`src/rtl/multicycle_control.sv`:
```
// multicycle_control: multicycle MIPS control FSM. Sequences each instruction
// through fetch/decode/execute/memory/write-back, waits on mem_ready with a
// timeout, and traps on illegal instructions or bus timeouts.
module multicycle_control #(
    parameter int unsigned ALUC_W  = 3,
    parameter int unsigned TIMEOUT = 16
) (
    input  logic              clk,
    input  logic              reset,
    input  logic [5:0]        opcode,
    input  logic [5:0]        func,
    input  logic              mem_ready,
    output logic              PCWrite,
    output logic              BranchEq,
    output logic              BranchNeq,
    output logic              IorD,
    output logic              MemRead,
    output logic              MemWrite,
    output logic              IRWrite,
    output logic              RegWrite,
    output logic [1:0]        RegDst,
    output logic [1:0]        Mem2Reg,
    output logic [1:0]        ALUSrc1,
    output logic [1:0]        ALUSrc2,
    output logic              ExtOp,
    output logic [ALUC_W-1:0] ALUControl,
    output logic [1:0]        PCSrc,
    output logic              instr_done,
    output logic              illegal,
    output logic              bus_error,
    output logic [3:0]        state
);

    typedef enum logic [3:0] {
        FETCH     = 4'd0,  DECODE = 4'd1,  MEM_ADDR = 4'd2,  MEM_READ = 4'd3,
        MEM_WB    = 4'd4,  MEM_WRITE = 4'd5, R_EXEC = 4'd6,  R_WB     = 4'd7,
        I_EXEC    = 4'd8,  I_WB   = 4'd9,  BRANCH   = 4'd10, JUMP     = 4'd11,
        JAL       = 4'd12, JR     = 4'd13, TRAP     = 4'd15
    } state_t;

    localparam int unsigned CW = $clog2(TIMEOUT);

    localparam logic [2:0] ALU_AND = 3'b000, ALU_OR  = 3'b001, ALU_ADD = 3'b010,
                           ALU_SLL = 3'b011, ALU_SRL = 3'b100, ALU_LUI = 3'b101,
                           ALU_SUB = 3'b110, ALU_SLT = 3'b111;

    localparam logic [5:0] OP_R   = 6'h00, OP_J    = 6'h02, OP_JAL  = 6'h03,
                           OP_BEQ = 6'h04, OP_BNE  = 6'h05, OP_ADDI = 6'h08,
                           OP_SLTI = 6'h0A, OP_ANDI = 6'h0C, OP_ORI = 6'h0D,
                           OP_LUI = 6'h0F, OP_LW   = 6'h23, OP_SW   = 6'h2B;

    localparam logic [5:0] F_SLL = 6'h00, F_SRL = 6'h02, F_JR  = 6'h08,
                           F_ADD = 6'h20, F_SUB = 6'h22, F_AND = 6'h24,
                           F_OR  = 6'h25, F_SLT = 6'h2A;

    state_t          state_q, state_d;
    logic [CW-1:0]   cnt_q, cnt_d;
    logic [5:0]      opcode_q, opcode_d, func_q, func_d;
    logic            illegal_q, illegal_d, bus_error_q, bus_error_d;
    logic [2:0]      alu;
    logic            wait_st;

    function automatic state_t dispatch(input logic [5:0] op, input logic [5:0] fn);
        state_t s;
        case (op)
            OP_R: begin
                case (fn)
                    F_ADD, F_SUB, F_AND, F_OR, F_SLT, F_SLL, F_SRL: s = R_EXEC;
                    F_JR:    s = JR;
                    default: s = TRAP;
                endcase
            end
            OP_LW, OP_SW:                               s = MEM_ADDR;
            OP_BEQ, OP_BNE:                             s = BRANCH;
            OP_ADDI, OP_SLTI, OP_ANDI, OP_ORI, OP_LUI:  s = I_EXEC;
            OP_J:                                       s = JUMP;
            OP_JAL:                                     s = JAL;
            default:                                    s = TRAP;
        endcase
        return s;
    endfunction

    function automatic logic [2:0] r_alu(input logic [5:0] fn);
        case (fn)
            F_ADD:   return ALU_ADD;
            F_SUB:   return ALU_SUB;
            F_AND:   return ALU_AND;
            F_OR:    return ALU_OR;
            F_SLT:   return ALU_SLT;
            F_SLL:   return ALU_SLL;
            F_SRL:   return ALU_SRL;
            default: return ALU_AND;
        endcase
    endfunction

    function automatic logic [2:0] i_alu(input logic [5:0] op);
        case (op)
            OP_ADDI: return ALU_ADD;
            OP_SLTI: return ALU_SLT;
            OP_ANDI: return ALU_AND;
            OP_ORI:  return ALU_OR;
            OP_LUI:  return ALU_LUI;
            default: return ALU_AND;
        endcase
    endfunction

    assign ALUControl = ALUC_W'(alu);

    // Next-state, wait counter, sticky flags and same-cycle datapath controls.
    always_comb begin
        state_d     = state_q;
        cnt_d       = '0;
        opcode_d    = opcode_q;
        func_d      = func_q;
        illegal_d   = illegal_q;
        bus_error_d = bus_error_q;
        wait_st     = 1'b0;
        PCWrite     = 1'b0;
        BranchEq    = 1'b0;
        BranchNeq   = 1'b0;
        IorD        = 1'b0;
        MemRead     = 1'b0;
        MemWrite    = 1'b0;
        IRWrite     = 1'b0;
        RegWrite    = 1'b0;
        RegDst      = 2'b00;
        Mem2Reg     = 2'b00;
        ALUSrc1     = 2'b00;
        ALUSrc2     = 2'b00;
        ExtOp       = 1'b0;
        alu         = ALU_AND;
        PCSrc       = 2'b00;
        instr_done  = 1'b0;
        illegal     = 1'b0;
        bus_error   = 1'b0;
        state       = FETCH;
        if (!reset) begin
            illegal   = illegal_q;
            bus_error = bus_error_q;
            state     = state_q;
            case (state_q)
                FETCH: begin
                    MemRead = 1'b1;
                    ALUSrc2 = 2'b01;
                    alu     = ALU_ADD;
                    IRWrite = mem_ready;
                    PCWrite = mem_ready;
                    wait_st = 1'b1;
                    if (mem_ready) state_d = DECODE;
                end
                DECODE: begin
                    ALUSrc2  = 2'b11;
                    alu      = ALU_ADD;
                    opcode_d = opcode;
                    func_d   = func;
                    state_d  = dispatch(opcode, func);
                    if (state_d == TRAP) illegal_d = 1'b1;
                end
                MEM_ADDR: begin
                    ALUSrc1 = 2'b01;
                    ALUSrc2 = 2'b10;
                    alu     = ALU_ADD;
                    state_d = (opcode_q == OP_SW) ? MEM_WRITE : MEM_READ;
                end
                MEM_READ: begin
                    IorD    = 1'b1;
                    MemRead = 1'b1;
                    wait_st = 1'b1;
                    if (mem_ready) state_d = MEM_WB;
                end
                MEM_WB: begin
                    RegWrite   = 1'b1;
                    Mem2Reg    = 2'b01;
                    instr_done = 1'b1;
                    state_d    = FETCH;
                end
                MEM_WRITE: begin
                    IorD     = 1'b1;
                    MemWrite = 1'b1;
                    wait_st  = 1'b1;
                    if (mem_ready) begin
                        instr_done = 1'b1;
                        state_d    = FETCH;
                    end
                end
                R_EXEC: begin
                    alu     = r_alu(func_q);
                    ALUSrc1 = (func_q == F_SLL || func_q == F_SRL) ? 2'b10 : 2'b01;
                    state_d = R_WB;
                end
                R_WB: begin
                    RegWrite   = 1'b1;
                    RegDst     = 2'b01;
                    instr_done = 1'b1;
                    state_d    = FETCH;
                end
                I_EXEC: begin
                    ALUSrc1 = 2'b01;
                    ALUSrc2 = 2'b10;
                    alu     = i_alu(opcode_q);
                    ExtOp   = (opcode_q == OP_ANDI || opcode_q == OP_ORI || opcode_q == OP_LUI);
                    state_d = I_WB;
                end
                I_WB: begin
                    RegWrite   = 1'b1;
                    instr_done = 1'b1;
                    state_d    = FETCH;
                end
                BRANCH: begin
                    ALUSrc1    = 2'b01;
                    alu        = ALU_SUB;
                    PCSrc      = 2'b01;
                    BranchEq   = (opcode_q == OP_BEQ);
                    BranchNeq  = (opcode_q == OP_BNE);
                    instr_done = 1'b1;
                    state_d    = FETCH;
                end
                JUMP: begin
                    PCWrite    = 1'b1;
                    PCSrc      = 2'b10;
                    instr_done = 1'b1;
                    state_d    = FETCH;
                end
                JAL: begin
                    PCWrite    = 1'b1;
                    PCSrc      = 2'b10;
                    RegWrite   = 1'b1;
                    RegDst     = 2'b10;
                    Mem2Reg    = 2'b10;
                    instr_done = 1'b1;
                    state_d    = FETCH;
                end
                JR: begin
                    PCWrite    = 1'b1;
                    PCSrc      = 2'b11;
                    instr_done = 1'b1;
                    state_d    = FETCH;
                end
                TRAP:    state_d = TRAP;
                default: state_d = FETCH;
            endcase
            // Ready wins over timeout: only a still-low ready at the limit traps.
            if (wait_st && !mem_ready) begin
                if (cnt_q == CW'(TIMEOUT - 1)) begin
                    state_d     = TRAP;
                    bus_error_d = 1'b1;
                end else begin
                    cnt_d = cnt_q + 1'b1;
                end
            end
        end
    end

    // State, counter, latched instruction fields and sticky flags.
    always_ff @(posedge clk) begin
        if (reset) begin
            state_q     <= FETCH;
            cnt_q       <= '0;
            opcode_q    <= '0;
            func_q      <= '0;
            illegal_q   <= 1'b0;
            bus_error_q <= 1'b0;
        end else begin
            state_q     <= state_d;
            cnt_q       <= cnt_d;
            opcode_q    <= opcode_d;
            func_q      <= func_d;
            illegal_q   <= illegal_d;
            bus_error_q <= bus_error_d;
        end
    end

endmodule

```
`config.mk`:
```
export PLATFORM = sky130hd
export DESIGN_NAME = multicycle_control
export DESIGN_NICKNAME = d
export VERILOG_FILES = /design/src/rtl/multicycle_control.sv
export SDC_FILE = /design/constraint.sdc
export NUM_CORES = 1
export LEC_CHECK = 0
export CAP_MARGIN = 20
export CORE_AREA = 2 2 61 63
export CTS_CLUSTER_SIZE = 40
export DETAILED_ROUTE_END_ITERATION = 16
export DIE_AREA = 0 0 63 65
export PLACE_DENSITY = 0.93
export SLEW_MARGIN = 0
export SYNTH_ARGS = -nofsm -noshare
export SYNTH_HDL_FRONTEND = slang
export SYNTH_SLANG_ARGS = --single-unit
```
`constraint.sdc`:
```
create_clock -name clk -period 3.3 [get_ports clk]
set_input_delay 0.33 -clock clk [delete_from_list [all_inputs] [get_ports clk]]
set_output_delay 0.33 -clock clk [all_outputs]
set_load 0.02 [all_outputs]
```
==> results.yml, run 1 <==
timing:
  min_period_ps: 2870
  setup_viol: 0
  rsz0062_at_grt: "false"
  hold_viol: 0
  fin_tns_setup_ps: 0
  worst_slew_pin_slew_ps: 854
  drv_slew: 0
  max_slew_margin: 0.430
  period_share: 0.869
  fin_hold_ws_ps: 462
  clock_skew_ps: 8.49
  layout_setup_ws_ps: 434
  max_freq_mhz: 349
critical_path:
  worst_ep_arrival_time_ps: 2540
  critPathMaxFanout: 12
  cp-start-kind: "register"
  cp-end-kind: "output pin"
  crit_type: "register to output pin"
  required_ps: 2970
synth:
  synthMuxAreaShare: 0.00645
  synth.top_cell.area_share: 0.252
  synth_top_family_by_area: "simple AND/OR/NAND/NOR gates"
  ys_seq_area_frac: 0.252
  synthAdderAreaFrac: 0.00717
  syn_inst: 259
  synthFlopType: "dfxtp_1"
  synth_area_leader_cell: "dfxtp_1"
  synth-edff-count: 0
  syn_area_um2: 1750
  synth-compound-area-share: 0.232
  syn_nets: 275
  synth-seq-cells: 22
  ys_top_cells_by_area: "dfxtp_1 25%, nand2_1 8.6%, a21oi_1 6.6%, nor2_1 6.2%, nor3_1 4.6%"
  yosys_warnings: 0
  synthXorXnorAreaFrac: 0.0251
  postSynthAreaPerCell_um2: 6.74
  synthSimpleGateAreaFrac: 0.419
  ys_types: 55
  ys_async_sr_fraction: 0
power_and_ir_drop:
  cell_internal_pwr_mw: 0.787
  power_frac_clock: 0.142
  p_seq_frac: 0.302
  power.switching_mw: 0.647
  combPwrFrac: 0.556
  powerDensity_nw_per_um2: 637
  switching_share: 0.451
  irDropWorstVdd_mv: 0.254
  p_leak_nw: 0.775
cells_and_area:
  drive_above_1_share: 0.0614
  fillers: 314
  antenna_cells: 0
  nets: 310
  final_cell_mix: "43 x clkdlybuf4s50_1, 40 x nand2_1, 29 x nor2_1"
  area_growth_pct: 29.1
  stdcell_count: 341
  layout_commonest_cell: "clkdlybuf4s50_1"
clock_tree:
  clk_pin_slew_worst_paths_ps: 120
  cts_buffers: 3
  cts_buffer_depth: 2
  cts_tree: "built"
  numClockSinks: 22
  clock_latency_ps: 310
  cts_hold_buf: 0
  htreeDepth: 1
  ctsResizeCount: 0
  root_buffer: "clkbuf_4"
  cts_setup_buffers: 0
min_path:
  hold_path.class: "register to register"
grt:
  grt-ovfl-total: 0
  grt_pass1_wl_um: 8010
  grt_max_degree: 34
  grt_pass1_vias: 1773
  track_usage: 0.240
  antenna_found_initial: 0
detailed_routing:
  first_pass_iters: 4
  viasPerCell: 5.83
  highest_layer: "met4"
  wl_per_cell_um: 13.7
  via_count: 1989
  drc: 0
  wl_met1_um: 2010
  routed_wl_um: 4670
  final_antenna_net_count: 0
  wl_met3_um: 337
  drtIter0Drc: 188
  wl_met2_um: 2200
die:
  fp.dieH_um: 65
  start_util: 0.499
  fp-row-count: 22
  die_w_um: 63
  io_pins: 44
  core_area_um2: 3500
  fp.dieArea_um2: 4100
run:
  max_cap_viol_count: 0
placement:
  dpl.hpwl_um: 3480
  globalplace.congestion: 0.860
  portBuffers: 43
  post-place-cells: 337
  dp_slack_ps: 784
outcome:
  status: "finished, final reports clean"
-- state kept, by name, indices dropped and copies added, names as in the netlist --
register     count
cnt_q            4
func_q           6
illegal_q        1
opcode_q         6
bus_error_q      1
state_q          4
-- cells in the mapped netlist, types with 5 or more instances --
library cell and instances:
a21oi_1 23, nand2b_1 8, nor3_1 16, nand3_1 7, nor2b_1 9, clkbuf_1 8
and2_1 5, buf_2 7, dfxtp_1 22, nand2_1 40, o21ai_0 8, nor2_1 29
-- worst max-delay path, stage by stage, from the launching register on --
cell and delay [ps]:
dfxtp_1 570, nand3b_1 190, or3_1 380, nor3_2 180
nor4b_1 260, clkdlybuf4s50_1 650
-- per-layer routing --
metal | global-route usage | vias to the layer above
li1 | - | 992
met1 | 0.311 | 878
met2 | 0.410 | 105
met3 | 0.0208 | 14
met4 | 0.103 | 0
met5 | 0 | -
-- through the flow --
stage / util / instance area [µm²] / power [mW]
floorplan: - / 1750 / 0.965
global placement: 0.630 / 2200 / 1.20
detailed placement: 0.630 / 2200 / 1.22
CTS: 0.645 / 2250 / 1.42
global route: 0.645 / 2250 / 1.55
finish: 0.645 / 2250 / 1.43
-- cells by family after synthesis --
group | after synthesis
simple gates | 142
compound gates | 64
buf+inv | 24
flops | 22
xor+xnor | 5
mux | 1
fa+ha+maj | 1
-- path summary, 6_finish.rpt --
path               from  cells after the start          to  slack (ps)
min            cnt_q[0]                      1    cnt_q[0]         460
min reg2reg    cnt_q[0]                      1    cnt_q[0]         460
max reg2reg  state_q[0]                      5   illegal_q        1040
max          state_q[2]                      5  ALUSrc1[1]         430
-- layout make-up --
| cell class | instances | area (µm²) | share of cell area |
|---|---|---|---|
| clock inverter | 1 | 30.0 | 0.0133 |
| timing repair buffer | 50 | 483 | 0.214 |
| tap | 48 | 60.1 | 0.0267 |
| inverter | 4 | 15.0 | 0.00666 |
| clock buffer | 3 | 22.5 | 0.00999 |
| sequential | 22 | 440 | 0.195 |
| multi-input combinational | 213 | 1200 | 0.534 |
-- power groups by stage --
stage	registers, mW	clock network (mW)	logic (mW)
after detailed placement	0.435	0	0.785
after CTS	0.428	0.207	0.789
after global placement	0.428	0	0.771
final	0.434	0.203	0.798
after global routing	0.447	0.222	0.879
after floorplan	0.369	0	0.596
No activity file was read; power rests on OpenSTA's default activity.
==> inputs of run 2 (changes only) <==
- CTS_CLUSTER_DIAMETER: unset -> 150
==> results of run 2 <==
Same layout as run 1: the final DEF is identical, and so are final timing and power.
==> inputs of run 3 (changes only) <==
- CELL_PAD_IN_SITES_DETAIL_PLACEMENT: unset -> 0
- CELL_PAD_IN_SITES_GLOBAL_PLACEMENT: unset -> 1
- CORE_AREA: 2 2 61 63 -> 2 2 72 74
- DIE_AREA: 0 0 63 65 -> 0 0 74 76
- PLACE_DENSITY: 0.93 -> 0.94
==> results.yml, run 3 (same netlist as run 1, synthesis figures left out) <==
cells_and_area:
  fin_util: 0.465
  area_growth_pct: 30.8
  nets: 310
  antenna_cells: 0
  final_cell_mix: "43 x clkdlybuf4s50_1, 40 x nand2_1, 29 x nor2_1"
  stdcell_count: 363
  reg_top3: "func_q: 6 flops, opcode_q: 6 flops"
  layout_commonest_cell: "clkdlybuf4s50_1"
  drive_above_1_share: 0.0614
critical_path:
  startpoint: "state_q[2]"
  crit_type: "register to output pin"
  worst_ep_arrival_time_ps: 2410
  ff2ff_path_depth: 5
  cp-end-kind: "output pin"
  critPathMaxFanout: 11
  worstReg2RegEnd: "state_q[3]"
  crit_end: "ALUSrc1[1]"
  reg2reg_from: "state_q[0]"
  required_ps: 2970
  r2r_slack_ps: 1230
  cp-start-kind: "register"
clock_tree:
  numClockSinks: 22
  cts_buffer_depth: 2
  clock_latency_ps: 260
  root_buffer: "clkbuf_8"
  cts_buffers: 3
  cts_setup_buffers: 0
  ctsResizeCount: 0
  cts_hold_buf: 0
  clk_pin_slew_worst_paths_ps: 70
  htreeDepth: 1
  cts_tree: "built"
die:
  fp.dieArea_um2: 5620
  die_w_um: 74
  fp-row-count: 26
  fp.dieH_um: 76
  io_pins: 44
  start_util: 0.355
  core_area_um2: 4910
timing:
  setup_viol: 0
  min_period_ps: 2740
  clock_skew_ps: 0.596
  drv_slew: 0
  period_share: 0.832
  hold_viol: 0
  max_slew_margin: 0.565
  layout_setup_ws_ps: 556
  worst_slew_pin_slew_ps: 636
  fin_hold_ws_ps: 448
  fin_tns_setup_ps: 0
  max_freq_mhz: 364
  rsz0062_at_grt: "false"
power_and_ir_drop:
  irDropWorstVdd_mv: 0.211
  powerDensity_nw_per_um2: 615
  p_leak_nw: 0.776
grt:
  grt_pass1_vias: 1696
  antenna_found_initial: 0
  grt_pass1_wl_um: 7880
  grt_max_degree: 34
  grt-ovfl-total: 0
  track_usage: 0.169
placement:
  dpl.hpwl_um: 3460
  portBuffers: 43
  dp_slack_ps: 792
  globalplace.congestion: 0.847
  post-place-cells: 359
detailed_routing:
  routed_wl_um: 4600
  first_pass_iters: 4
  viasPerCell: 5.19
  drtIter0Drc: 178
  final_antenna_net_count: 0
  drc: 0
  wl_per_cell_um: 12.7
  via_count: 1883
outcome:
  status: "finished, final reports clean"
min_path:
  hold_path.class: "register to register"
  hold_start: "cnt_q[0]"
run:
  max_cap_viol_count: 0
==> run 3: worst min path at each step <==
stage / end / slack (ps) / depth (start not counted)
3_5_place_dp: cnt_q[0] / 440 / 1
6_report: cnt_q[0] / 450 / 1
5_1_grt: cnt_q[0] / 490 / 1
3_3_place_gp: cnt_q[0] / 430 / 1
4_1_cts: cnt_q[0] / 450 / 1
2_1_floorplan: cnt_q[0] / 420 / 1
==> run 3: cell type report <==
type	instances	area, µm²
multi-input combinational	213	1200
tap	70	87.6
fill	514	2630
sequential	22	440
timing repair buffer	50	483
inverter	4	15.0
clock buffer	4	55.1
==> run 3: worst max-delay path, stage by stage (launching register included) <==
cell             delay, ps
dfxtp_1                530
nand3b_1               190
or3_1                  370
nor3_2                 170
nor4b_1                250
clkdlybuf4s50_1        650
==> run 3: through the flow <==
step           area, µm²  power (mW)
2_1_floorplan       1750       0.965
3_3_place_gp        2230        1.22
3_5_place_dp        2230        1.22
4_1_cts             2280        1.41
5_1_grt             2280        1.53
6_report            2280        1.41
==> run 3: layer usage <==
metal | vias to the layer above | GRT usage | routed length [µm] | share of wire
li1 | 991 | - | - | -
met1 | 838 | 0.260 | 2340 | 0.51
met2 | 50 | 0.247 | 2000 | 0.43
met3 | 4 | 0.0172 | 216 | 0.047
met4 | 0 | 0.0436 | 42 | 0.0091
met5 | - | 0 | 0 | 0
==> run 3: power by group <==
part           internal (mW)  total [mW]  switching [mW]
logic                  0.339       0.801           0.462
registers              0.324       0.418          0.0941
clock network          0.106       0.187          0.0804
total                  0.769        1.41           0.636
